**src/rtl/cic_array_pkg.sv**
```systemverilog
// Shared state type and datapath widths for the CIC decimator array controller.
package cic_array_pkg;

   typedef enum logic [1:0] {
      IDLE   = 2'd0,
      FLUSH  = 2'd1,
      SETTLE = 2'd2,
      RUN    = 2'd3
   } state_e;

   localparam int CIC_DW = 32;
   localparam int RATE_W = 16;
   localparam int COMB_W = 3;
   localparam int DISC_W = 5;

endpackage

```
**src/rtl/cic_rr_arbiter.sv**
```systemverilog
// Combinational round-robin pick: first requesting channel at or after the pointer.
module cic_rr_arbiter #(
   parameter int NUM_CH = 4,
   parameter int CH_W   = 2
) (
   input  logic [NUM_CH-1:0] req_i,
   input  logic [CH_W-1:0]   ptr_i,
   output logic [NUM_CH-1:0] gnt_o,
   output logic [CH_W-1:0]   idx_o,
   output logic              any_o
);

   logic [CH_W:0] cand;

   // Walk the channels starting at the pointer, wrapping at NUM_CH rather than 2**CH_W.
   always_comb begin
      gnt_o = '0;
      idx_o = '0;
      any_o = 1'b0;
      cand  = '0;
      for (int k = 0; k < NUM_CH; k++) begin
         cand = {1'b0, ptr_i} + (CH_W+1)'(k);
         if (cand >= (CH_W+1)'(NUM_CH)) begin
            cand = cand - (CH_W+1)'(NUM_CH);
         end
         if (!any_o && req_i[cand[CH_W-1:0]]) begin
            any_o                   = 1'b1;
            gnt_o[cand[CH_W-1:0]]   = 1'b1;
            idx_o                   = cand[CH_W-1:0];
         end
      end
   end

endmodule

```
**src/rtl/cic_array_ctrl.sv**
```systemverilog
// CIC array controller: shared config, reset/settle sequencing and sample arbitration.
// Optional m_frame counter enabled by defining CIC_ARRAY_FRAME_EN.
module cic_array_ctrl
   import cic_array_pkg::*;
#(
   parameter int NUM_CH     = 4,
   parameter int CH_W       = 2,
   parameter int RST_CYCLES = 4,
   parameter int DISCARD    = 2
) (
   input  logic                     clk,
   input  logic                     rst,
   input  logic                     cfg_valid,
   input  logic [RATE_W-1:0]        cfg_rate,
   input  logic [COMB_W-1:0]        cfg_comb,
   output logic                     cfg_ready,
   output logic                     cic_rst,
   output logic [RATE_W-1:0]        cic_dec_num,
   output logic [COMB_W-1:0]        cic_comb_num,
   input  logic [NUM_CH*CIC_DW-1:0] cic_out,
   input  logic [NUM_CH-1:0]        cic_rdy,
   output logic [CIC_DW-1:0]        m_data,
   output logic [CH_W-1:0]          m_chan,
   output logic                     m_valid,
   input  logic                     m_ready,
   output logic [NUM_CH-1:0]        overrun,
   output logic                     busy
`ifdef CIC_ARRAY_FRAME_EN
   ,
   output logic [15:0]              m_frame
`endif
);

   localparam int RCNT_W = (RST_CYCLES > 1) ? $clog2(RST_CYCLES) : 1;
   localparam logic [DISC_W-1:0] DISC_LIM = DISC_W'(DISCARD);
   localparam logic [CH_W-1:0]   LAST_CH  = CH_W'(NUM_CH - 1);

   state_e state_q, state_d;

   logic [RCNT_W-1:0] rstCnt_q, rstCnt_d;
   logic [DISC_W-1:0] discCnt_q [NUM_CH];
   logic [DISC_W-1:0] discCnt_d [NUM_CH];
   logic [CIC_DW-1:0] slotData_q [NUM_CH];
   logic [CIC_DW-1:0] slotData_d [NUM_CH];
   logic [NUM_CH-1:0] slotFull_q, slotFull_d;
   logic [CH_W-1:0]   ptr_q, ptr_d;
   logic [CIC_DW-1:0] mData_q, mData_d;
   logic [CH_W-1:0]   mChan_q, mChan_d;
   logic              mValid_q, mValid_d;
   logic [NUM_CH-1:0] overrun_q, overrun_d;
   logic [RATE_W-1:0] decNum_q, decNum_d;
   logic [COMB_W-1:0] combNum_q, combNum_d;
`ifdef CIC_ARRAY_FRAME_EN
   logic [15:0]       frameCnt_q, frameCnt_d;
   logic [15:0]       mFrame_q, mFrame_d;
`endif

   logic              cfgAccept;
   logic              settleDone;
   logic              loadEn;
   logic              fire;
   logic [NUM_CH-1:0] gnt;
   logic [CH_W-1:0]   gntIdx;
   logic              gntAny;

   cic_rr_arbiter #(
      .NUM_CH (NUM_CH),
      .CH_W   (CH_W)
   ) u_arb (
      .req_i (slotFull_q),
      .ptr_i (ptr_q),
      .gnt_o (gnt),
      .idx_o (gntIdx),
      .any_o (gntAny)
   );

   always_ff @(posedge clk) begin
      if (rst) begin
         state_q <= IDLE;
      end else begin
         state_q <= state_d;
      end
   end

   // cfg_ready is masked by rst so nothing is accepted while reset is asserted.
   always_comb begin
      state_d   = state_q;
      cfg_ready = 1'b0;
      cic_rst   = 1'b0;
      busy      = 1'b1;
      case (state_q)
         IDLE: begin
            cfg_ready = !rst;
            cic_rst   = 1'b1;
            if (cfg_valid) state_d = FLUSH;
         end
         FLUSH: begin
            cic_rst = 1'b1;
            if (rstCnt_q == '0) state_d = SETTLE;
         end
         SETTLE: begin
            if (settleDone) state_d = RUN;
         end
         RUN: begin
            cfg_ready = !rst;
            busy      = 1'b0;
            if (cfg_valid) state_d = FLUSH;
         end
         default: state_d = IDLE;
      endcase
   end

   assign cfgAccept = cfg_valid && cfg_ready;
   assign loadEn    = !mValid_q || m_ready;
   assign fire      = mValid_q && m_ready;

   // A slot granted this cycle counts as free, so a same-cycle strobe refills it without loss.
   always_comb begin
      rstCnt_d   = rstCnt_q;
      discCnt_d  = discCnt_q;
      slotData_d = slotData_q;
      slotFull_d = slotFull_q;
      ptr_d      = ptr_q;
      mData_d    = mData_q;
      mChan_d    = mChan_q;
      mValid_d   = mValid_q;
      overrun_d  = overrun_q;
      decNum_d   = decNum_q;
      combNum_d  = combNum_q;
      settleDone = 1'b1;
`ifdef CIC_ARRAY_FRAME_EN
      frameCnt_d = frameCnt_q;
      mFrame_d   = mFrame_q;
`endif

      if (state_q == FLUSH && rstCnt_q != '0) begin
         rstCnt_d = rstCnt_q - RCNT_W'(1);
      end

      if (state_q == SETTLE) begin
         for (int i = 0; i < NUM_CH; i++) begin
            if (cic_rdy[i] && discCnt_q[i] < DISC_LIM) begin
               discCnt_d[i] = discCnt_q[i] + DISC_W'(1);
            end
            if (discCnt_d[i] < DISC_LIM) settleDone = 1'b0;
         end
      end

      if (state_q == RUN) begin
`ifdef CIC_ARRAY_FRAME_EN
         if (fire && mChan_q == LAST_CH) frameCnt_d = frameCnt_q + 16'd1;
`endif
         if (loadEn) begin
            if (gntAny) begin
               mValid_d             = 1'b1;
               mData_d              = slotData_q[gntIdx];
               mChan_d              = gntIdx;
               slotFull_d[gntIdx]   = 1'b0;
               ptr_d                = (gntIdx == LAST_CH) ? '0 : gntIdx + CH_W'(1);
`ifdef CIC_ARRAY_FRAME_EN
               mFrame_d             = frameCnt_d;
`endif
            end else begin
               mValid_d = 1'b0;
            end
         end
         for (int i = 0; i < NUM_CH; i++) begin
            if (cic_rdy[i]) begin
               if (!slotFull_q[i] || (loadEn && gnt[i])) begin
                  slotData_d[i] = cic_out[i*CIC_DW +: CIC_DW];
                  slotFull_d[i] = 1'b1;
               end else begin
                  overrun_d[i] = 1'b1;
               end
            end
         end
      end

      // Accepting a configuration starts a clean flush: pending output is abandoned.
      if (cfgAccept) begin
         decNum_d   = cfg_rate;
         combNum_d  = cfg_comb;
         rstCnt_d   = RCNT_W'(RST_CYCLES - 1);
         slotFull_d = '0;
         mValid_d   = 1'b0;
         overrun_d  = '0;
         for (int i = 0; i < NUM_CH; i++) discCnt_d[i] = '0;
`ifdef CIC_ARRAY_FRAME_EN
         frameCnt_d = '0;
         mFrame_d   = '0;
`endif
      end
   end

   always_ff @(posedge clk) begin
      if (rst) begin
         rstCnt_q   <= '0;
         slotFull_q <= '0;
         ptr_q      <= '0;
         mData_q    <= '0;
         mChan_q    <= '0;
         mValid_q   <= 1'b0;
         overrun_q  <= '0;
         decNum_q   <= '0;
         combNum_q  <= '0;
         for (int i = 0; i < NUM_CH; i++) begin
            discCnt_q[i]  <= '0;
            slotData_q[i] <= '0;
         end
`ifdef CIC_ARRAY_FRAME_EN
         frameCnt_q <= '0;
         mFrame_q   <= '0;
`endif
      end else begin
         rstCnt_q   <= rstCnt_d;
         discCnt_q  <= discCnt_d;
         slotData_q <= slotData_d;
         slotFull_q <= slotFull_d;
         ptr_q      <= ptr_d;
         mData_q    <= mData_d;
         mChan_q    <= mChan_d;
         mValid_q   <= mValid_d;
         overrun_q  <= overrun_d;
         decNum_q   <= decNum_d;
         combNum_q  <= combNum_d;
`ifdef CIC_ARRAY_FRAME_EN
         frameCnt_q <= frameCnt_d;
         mFrame_q   <= mFrame_d;
`endif
      end
   end

   assign cic_dec_num  = decNum_q;
   assign cic_comb_num = combNum_q;
   assign m_data       = mData_q;
   assign m_chan       = mChan_q;
   assign m_valid      = mValid_q;
   assign overrun      = overrun_q;
`ifdef CIC_ARRAY_FRAME_EN
   assign m_frame      = mFrame_q;
`endif

endmodule

```
**config.mk**
```make
export PLATFORM = sky130hd
export DESIGN_NAME = cic_array_ctrl
export DESIGN_NICKNAME = d
export VERILOG_FILES = /design/src/rtl/cic_array_pkg.sv /design/src/rtl/cic_rr_arbiter.sv /design/src/rtl/cic_array_ctrl.sv
export SDC_FILE = /design/constraint.sdc
export NUM_CORES = 1
export LEC_CHECK = 0
export CORE_MARGIN = 2
export CORE_UTILIZATION = 50
export DETAILED_ROUTE_END_ITERATION = 12
export PLACE_DENSITY = 0.8
export SLEW_MARGIN = 20
export SYNTH_ARGS = -nofsm -noshare
export SYNTH_HDL_FRONTEND = slang
export SYNTH_SLANG_ARGS = --single-unit
```
**constraint.sdc**
```tcl
create_clock -name clk -period 3.6 [get_ports clk]
set_clock_uncertainty 0.15 [all_clocks]
set_input_delay 0.72 -clock clk [delete_from_list [all_inputs] [get_ports clk]]
set_output_delay 0.72 -clock clk [all_outputs]
set_load 0.02 [all_outputs]
```
---- After elaboration in Yosys (flattened, before gate mapping) ----
Cells that the tools add are included.
word-level totals
  bits in registers ....................... 216
  bits in latches ......................... 0
  bits in writable memories ............... 0
  ROM bits ................................ 0
  input bits .............................. 155
  memories ................................ 0
operators by class
  add/subtract/negate cells ............... 13
  multiply operators ...................... 0
  div/mod/pow operators ................... 0
  $lt $le $gt $ge ......................... 23
  equality and inequality tests ........... 7
  shifts and indexed selects .............. 0
  mux-type cells .......................... 71
  bitwise logic cells ..................... 10
  reductions and logical operators ........ 50
operator list
  operator               count
  $bmux W32 S2           1
  $mux W32               2
  $lt A5 B2 Y1 const B   8
  $mux W5                8
  $mux W1                30
  $reduce_and A3 Y1      10
  $mux W2                14
  $mux W4                6
  $add A5 B1 Y5 const B  4
  $logic_and A1 B1 Y1    18
  $lt A2 B3 Y1 const B   5
  $ge A3 B3 Y1 const B   4
  $or A4 B4 Y4           3
  $demux W1 S2           5
  $ge A2 B1 Y1 const B   5
  $sub A2 B1 Y2 const B  5
  $logic_not A1 Y1       9
  $bmux W1 S2            4
  $add A2 B2 Y3 const B  2
  $eq A2 B2 Y1 const B   3
  $pmux W2 S3            1
  $reduce_or A2 Y1       3
  $logic_or A1 B1 Y1     5
  $and A4 B4 Y4          1
  12 further kinds       18

---- Logic depth before layout (Yosys ltp) ----
  depth in word-level cells ............... 24
  depth in mapped cells ................... 15
  gate-level depth less buffers ........... 11

---- Modules after synthesis ----
Synthesis repeated with hierarchy kept, for this count alone.
unflattened totals
  cells, all modules ...................... 1091
  area total of the unflattened synthesis .. 9796.9 µm²
by module, submodules not included
  module          instances  cells an instance  area an instance (µm²)  sequential area each (µm²)
  cic_array_ctrl  1          1046               9377.7                  4324.1
  cic_rr_arbiter  1          45                 419.2                   0.0

---- Worst setup path after synthesis ----
No wires, ideal clock.
  path type ............................... reg-to-reg
  start point ............................. register ptr_q[0]
  end point ............................... register slotFull_q[2]
  library setup time ...................... 0.071 ns
  arrival ................................. 2.807 ns
  data required time ...................... 3.379 ns
  setup slack ............................. 0.573 ns
  stages on the path, launching flop included .. 16
  path buffers ............................ 4
  cells stage by stage .................... dfxtp_1 -> buf_2 -> inv_2 -> ha_1 -> buf_2 -> mux4_2 -> nor2b_1 -> nor2_2 -> o21ai_1 -> buf_2 -> buf_4 -> inv_1 -> ha_1 -> nand2_1 -> nand2_1 -> a21oi_1
on the way
  word-level cells in the longest chain between the ends .. 24
  elaborated cells between the ends (all ways) .. 77
  those cells by class .................... add/sub (7); order compare (14); mux (38); bitwise (5); reduce/logical (13)
ends and longest elaborated chain
  what                                                                RTL line               source
  start: declaration                                                  cic_array_ctrl.sv:46   logic [CH_W-1:0] ptr_q, ptr_d;
  start signal: assignment                                            cic_array_ctrl.sv:219  ptr_q <= ptr_d;
  branches (longest 13 deep; another with $add A2 B1 Y3)              -
  $mux W2 (*)                                                         cic_rr_arbiter.sv:26   if (!any_o && req_i[cand[CH_W-1:0]]) begin
  net gntIdx[0]                                                       cic_array_ctrl.sv:63   logic [CH_W-1:0] gntIdx;
  $lt A2 B3 Y1 (not written as such) or $ge A2 B1 Y1 (tied branches)  cic_array_ctrl.sv:158  slotFull_d[gntIdx] = 1'b0;
  $logic_and A1 B1 Y1 (not written as such)                           cic_array_ctrl.sv:158
  $mux W1 (not written as such)                                       cic_array_ctrl.sv:158
  $demux W1 S2 (*)                                                    cic_array_ctrl.sv:158
  $not A4 Y4 (no source line) (*)                                     -
  $and A4 B4 Y4 (no source line) (*)                                  -
  $mux W4 (*)                                                         cic_array_ctrl.sv:154  if (gntAny) begin
  $mux W4 (*)                                                         cic_array_ctrl.sv:153  if (loadEn) begin
  $mux W1                                                             cic_array_ctrl.sv:169  if (!slotFull_q[i] || (loadEn && gnt[i])) begin
  $mux W1 (*)                                                         cic_array_ctrl.sv:168  if (cic_rdy[i]) begin
  end signal: assignment                                              cic_array_ctrl.sv:218  slotFull_q <= slotFull_d;
  end: declaration                                                    cic_array_ctrl.sv:45   logic [NUM_CH-1:0] slotFull_q, slotFull_d;
Mark *: on every way through the listed nets, which the timed path passes. The select of a mux whose other input is x is not followed.
A chain may end at the register's enable or synchronous reset.

---- Final worst setup path ----
  start point ............................. register ptr_q[1]
  end point ............................... register slotData_q[80] (netlist name)
on the way
  word-level cells in the longest chain between the ends .. 17
  elaborated cells between the ends (all ways) .. 62
  those cells by class .................... add/sub (7); order compare (12); mux (27); bitwise (3); reduce/logical (13)
ends and longest elaborated chain
  what                                                    RTL line               source
  branches (longest 13 deep; another with $add A2 B1 Y3)  -
  $mux W4 (*)                                             cic_rr_arbiter.sv:26
  $logic_and A1 B1 Y1 (*)                                 cic_array_ctrl.sv:169
  $logic_or A1 B1 Y1 (*)                                  cic_array_ctrl.sv:169
  $reduce_and A3 Y1 (no source line) (*)                  -
  end signal: assignment                                  cic_array_ctrl.sv:217  slotData_q <= slotData_d;
  end: declaration                                        cic_array_ctrl.sv:43   logic [CIC_DW-1:0] slotData_q [NUM_CH];
Every way passes the cells marked *. The select of a mux whose other input is x is not followed.

==> summary.md <==
| Metric | Value |
|---|---|
| Antenna violations before repair | `0` |
| WL/cell | `17.0 µm` |
| Vias in the first global route | `~7,300` |
| TritonCTS clock tree | `done` |
| Antenna diode count | `0` |
| Mapped cell area | `between 9000 and 10,000 µm²` |
| Final HPWL DP | `15.8 mm` |
| Met3 usage | `4.55%` |
| Hold WS | `0.314 ns` |
| Cell-by-cell trace of the critical path | `inv_1 > ha_1 > mux4_2 > a21oi_2 > a221oi_2 > o311ai_4 > buf_6 > mux2i_1 > nor2_1` |
| Fillers | `roughly 1,400` |
| Setup crit start | `ptr_q[1]$_SDFFE_PP0P_` |
| CORE AREA | `18,600 µm²` |
| Max-slew headroom | `39.0%` |
| Number of buffers added on ports | `approximately 220` |
| WS Path Type | `flip-flop to flip-flop` |
| Fin crit period | `3.31 ns` |
| Number of synthesized flops with an enable pin | `0` |
| H-tree depth | `1` |
| CTS root buffer | `clkbuf_16` |
| Global route total overflow | `0` |
| Setup TNS | `0 ns` |
| Largest net degree at the start of global routing | `147` |
| Met1 Use GR | `30.8%` |
| Initial Utilization | `50.5%` |
| Gr usage total | `23.3%` |
| HP Class | `flip-flop to flip-flop` |
| Detailed Route Iter0 Violations | `480` |
| Tot Pwr | `6.57 mW` |
| Ys flop type | `dfxtp_1` |
| Clock slew at the register clock pins of the worst setup and hold paths | `0.06 ns` |
| NumNets Final | `1,310` |
| Synth warn | `0` |
| GPL Wtd Cong | `0.813` |
| CTS buffer count | `23` |
| Routed vias | `about 7,400` |
| Async S/R FF share, synth | `0%` |
| Termination of the worst setup path | `slotData_q[80]$_SDFFE_PP0P_` |
| Final Cycle Share | `91.9%` |
| R2r endpoint | `slotData_q[80]$_SDFFE_PP0P_` |
| Row cnt | `50` |
| Final Max Tran Viols | `0` |
| Reg-to-Reg Start | `ptr_q[1]$_SDFFE_PP0P_` |
| R2R Setup Slk | `0.29 ns` |
| Syn Inst Count | `943` |
| Die span in x | `141 µm` |
| Post-DRT Antenna Nets | `0` |
| Commonest cells after routing, fill and taps aside | `216 x dfxtp_1, 214 x clkdlybuf4s50_1, 193 x mux2i_1` |
| Reg2Reg Depth | `9` |
| Max stage delay on crit path | `0.53 ns` |
| Max VDD drop | `0.382 mV` |
| Setup violators final | `0` |
| Outcome | `complete, no violations` |
| Area Growth Syn to Fin | `33.2%` |
| Worst slew pin tran | `0.915 ns` |
| Syn avg cell area | `9.94 µm²` |
| Post-Place Cells | `1,342` |
| Hold Vio Cnt, Final | `0` |
| Cell variety after synth | `between 40 and 50` |
| Post-Layout Cell Count | `1,384` |
| Layout cell share with drive strength beyond 1 | `6.61%` |
| Worst EP required | `3.81 ns` |
| Mapped Nets | `1,120` |
| Critical-path maximum fanout | `33` |
| Fmax | `0.302 GHz` |
| Grt met2 use | `38.9%` |
| Lkg Pwr | `5.26 nW` |
| Worst path slowest cell | `dfxtp_1` |
| Worst Path Arrival | `3.52 ns` |
| Total Wirelength | `23.6 mm` |
| Max clock buf depth | `3` |
| Final core utilization | `around two thirds` |
| Synth top area cells | `dfxtp_1 46%, mux2i_1 21%, nor2_1 6.4%` |
| Startpoint types | `flip-flop` |
| Grt peak-use layer | `met2` |
| Total I/O pin count | `216` |
| Chip height | `141 µm` |
| Synth area leader | `dfxtp_1` |
| Worst Setup End Kind | `flip-flop` |
| Die area | `19,900 µm²` |
| Synth top area share | `46.1%` |
| Max-Cap Viols | `0` |
| Cts-stage hold buffer count | `0` |
| Most common cell after layout, fill and taps aside | `dfxtp_1` |
| Later-pin clock latency in the skew report | `between 0.5 and 0.6 ns` |
| Vias per cell | `5.35` |
| Clock Sinks | `216` |
| First-pass GRT wire length | `37.4 mm` |
| Seq/Total Area, Yosys | `between 40% and 50%` |
| Seq cells post-synth | `between 200 and 250` |
| First drt pass iteration count | `5` |
| DRC | `0` |
| Power per standard cell area | `between 500 and 600 nW/µm²` |
| RSZ-0062 raised after global routing | `false` |
[where the power goes]
part           internal, mW  total, mW  switching [mW]
sequential             2.55       2.65          0.0993
clock                  1.66       2.62           0.966
combinational         0.634       1.30           0.663
[cell type report]
class	instances	area [µm²]	area share [%]
inverters	18	67.6	0.541
repair buffers	228	2310	18.5
flip-flops and latches	216	4320	34.6
clock inverters	11	190	1.52
clock buffers	31	666	5.33
well taps	234	293	2.34
multi-input cells	646	4640	37.1
[worst max-delay path: cells and delay by family (launching register included)]
family / cells / cell delay (ns)
compound gates: 3 / 0.54
fa+ha+maj: 1 / 0.49
buf+inv: 2 / 0.61
flops: 1 / 0.53
mux: 2 / 0.76
simple gates: 1 / 0.06
[per-layer routing]
layer  routed length, µm  vias to the layer above
met3                1420                       38
met5                   0                        -
met2               11000                      221
li1                    -                     3627
met1               10500                     3519
met4                 605                        0
[registers in the layout, summed over array words and instances (netlist names)]
signal and flops:
slotData_q 128, m_data 32, discCnt_q 20, cic_dec_num 16, overrun 4, slotFull_q 4
cic_comb_num 3, m_chan 2, ptr_q 2, rstCnt_q 2, state_q 2, m_valid 1
[how the worst min path moves through the flow]
stage / startpoint / to / slack, ns / cells past startpoint
final: m_chan[1]$_SDFFE_PP0P_ / m_chan[1]$_SDFFE_PP0P_ / 0.31 / 2
after global routing: cic_comb_num[2]$_SDFFE_PP0P_ / cic_comb_num[2]$_SDFFE_PP0P_ / 0.34 / 2
after CTS: discCnt_q[18]$_SDFFE_PP0P_ / discCnt_q[18]$_SDFFE_PP0P_ / 0.31 / 1
after detailed placement: discCnt_q[18]$_SDFFE_PP0P_ / discCnt_q[18]$_SDFFE_PP0P_ / 0.30 / 1
after global placement: m_data[17]$_SDFFE_PP0P_ / m_data[17]$_SDFFE_PP0P_ / 0.29 / 2
after floorplan: discCnt_q[18]$_SDFFE_PP0P_ / discCnt_q[18]$_SDFFE_PP0P_ / 0.28 / 1
[cells by family after synthesis]
group,count (synthesis),synth area share [%]
simple gates,298,14.2
flops,216,46.1
mux,208,22.8
compound gates,111,8.58
buf+inv,81,4.75
fa+ha+maj,22,2.94
xor+xnor,7,0.654
[synthesized netlist by cell type, types with 3 or more instances]
cell type and count:
a211oi_1 3, a21oi_1 21, a21oi_2 3, a221oi_2 4, a31oi_1 3, a41oi_1 3
and2_1 10, buf_2 8, buf_4 7, buf_6 14, clkbuf_1 34, dfxtp_1 216
ha_1 22, inv_1 17, mux2_1 12, mux2i_1 193, mux4_2 3, nand2_1 62
nand2b_1 22, nand3b_1 16, nor2_1 159, nor2b_1 4, nor3_1 8, o21ai_0 28
o21ai_1 14, o221ai_1 20, o311ai_4 3, or2_2 3, xnor2_1 7
[repair_timing]
| item | CTS | global route |
|---|---|---|
| setup endpoints to repair | 0 | 64 |
| setup buffers | 0 | 0 |
| gates resized for setup | 0 | 3 |
[per-stage QoR]
stage / cell area (µm²) / worst slack [ns]
floorplan: 9370 / 0.573
global placement: 11600 / 0.364
detailed placement: 11600 / 0.207
CTS: 12500 / 0.162
global route: 12500 / 0.0628
finish: 12500 / 0.292
Power figures use the tool's default switching activity.
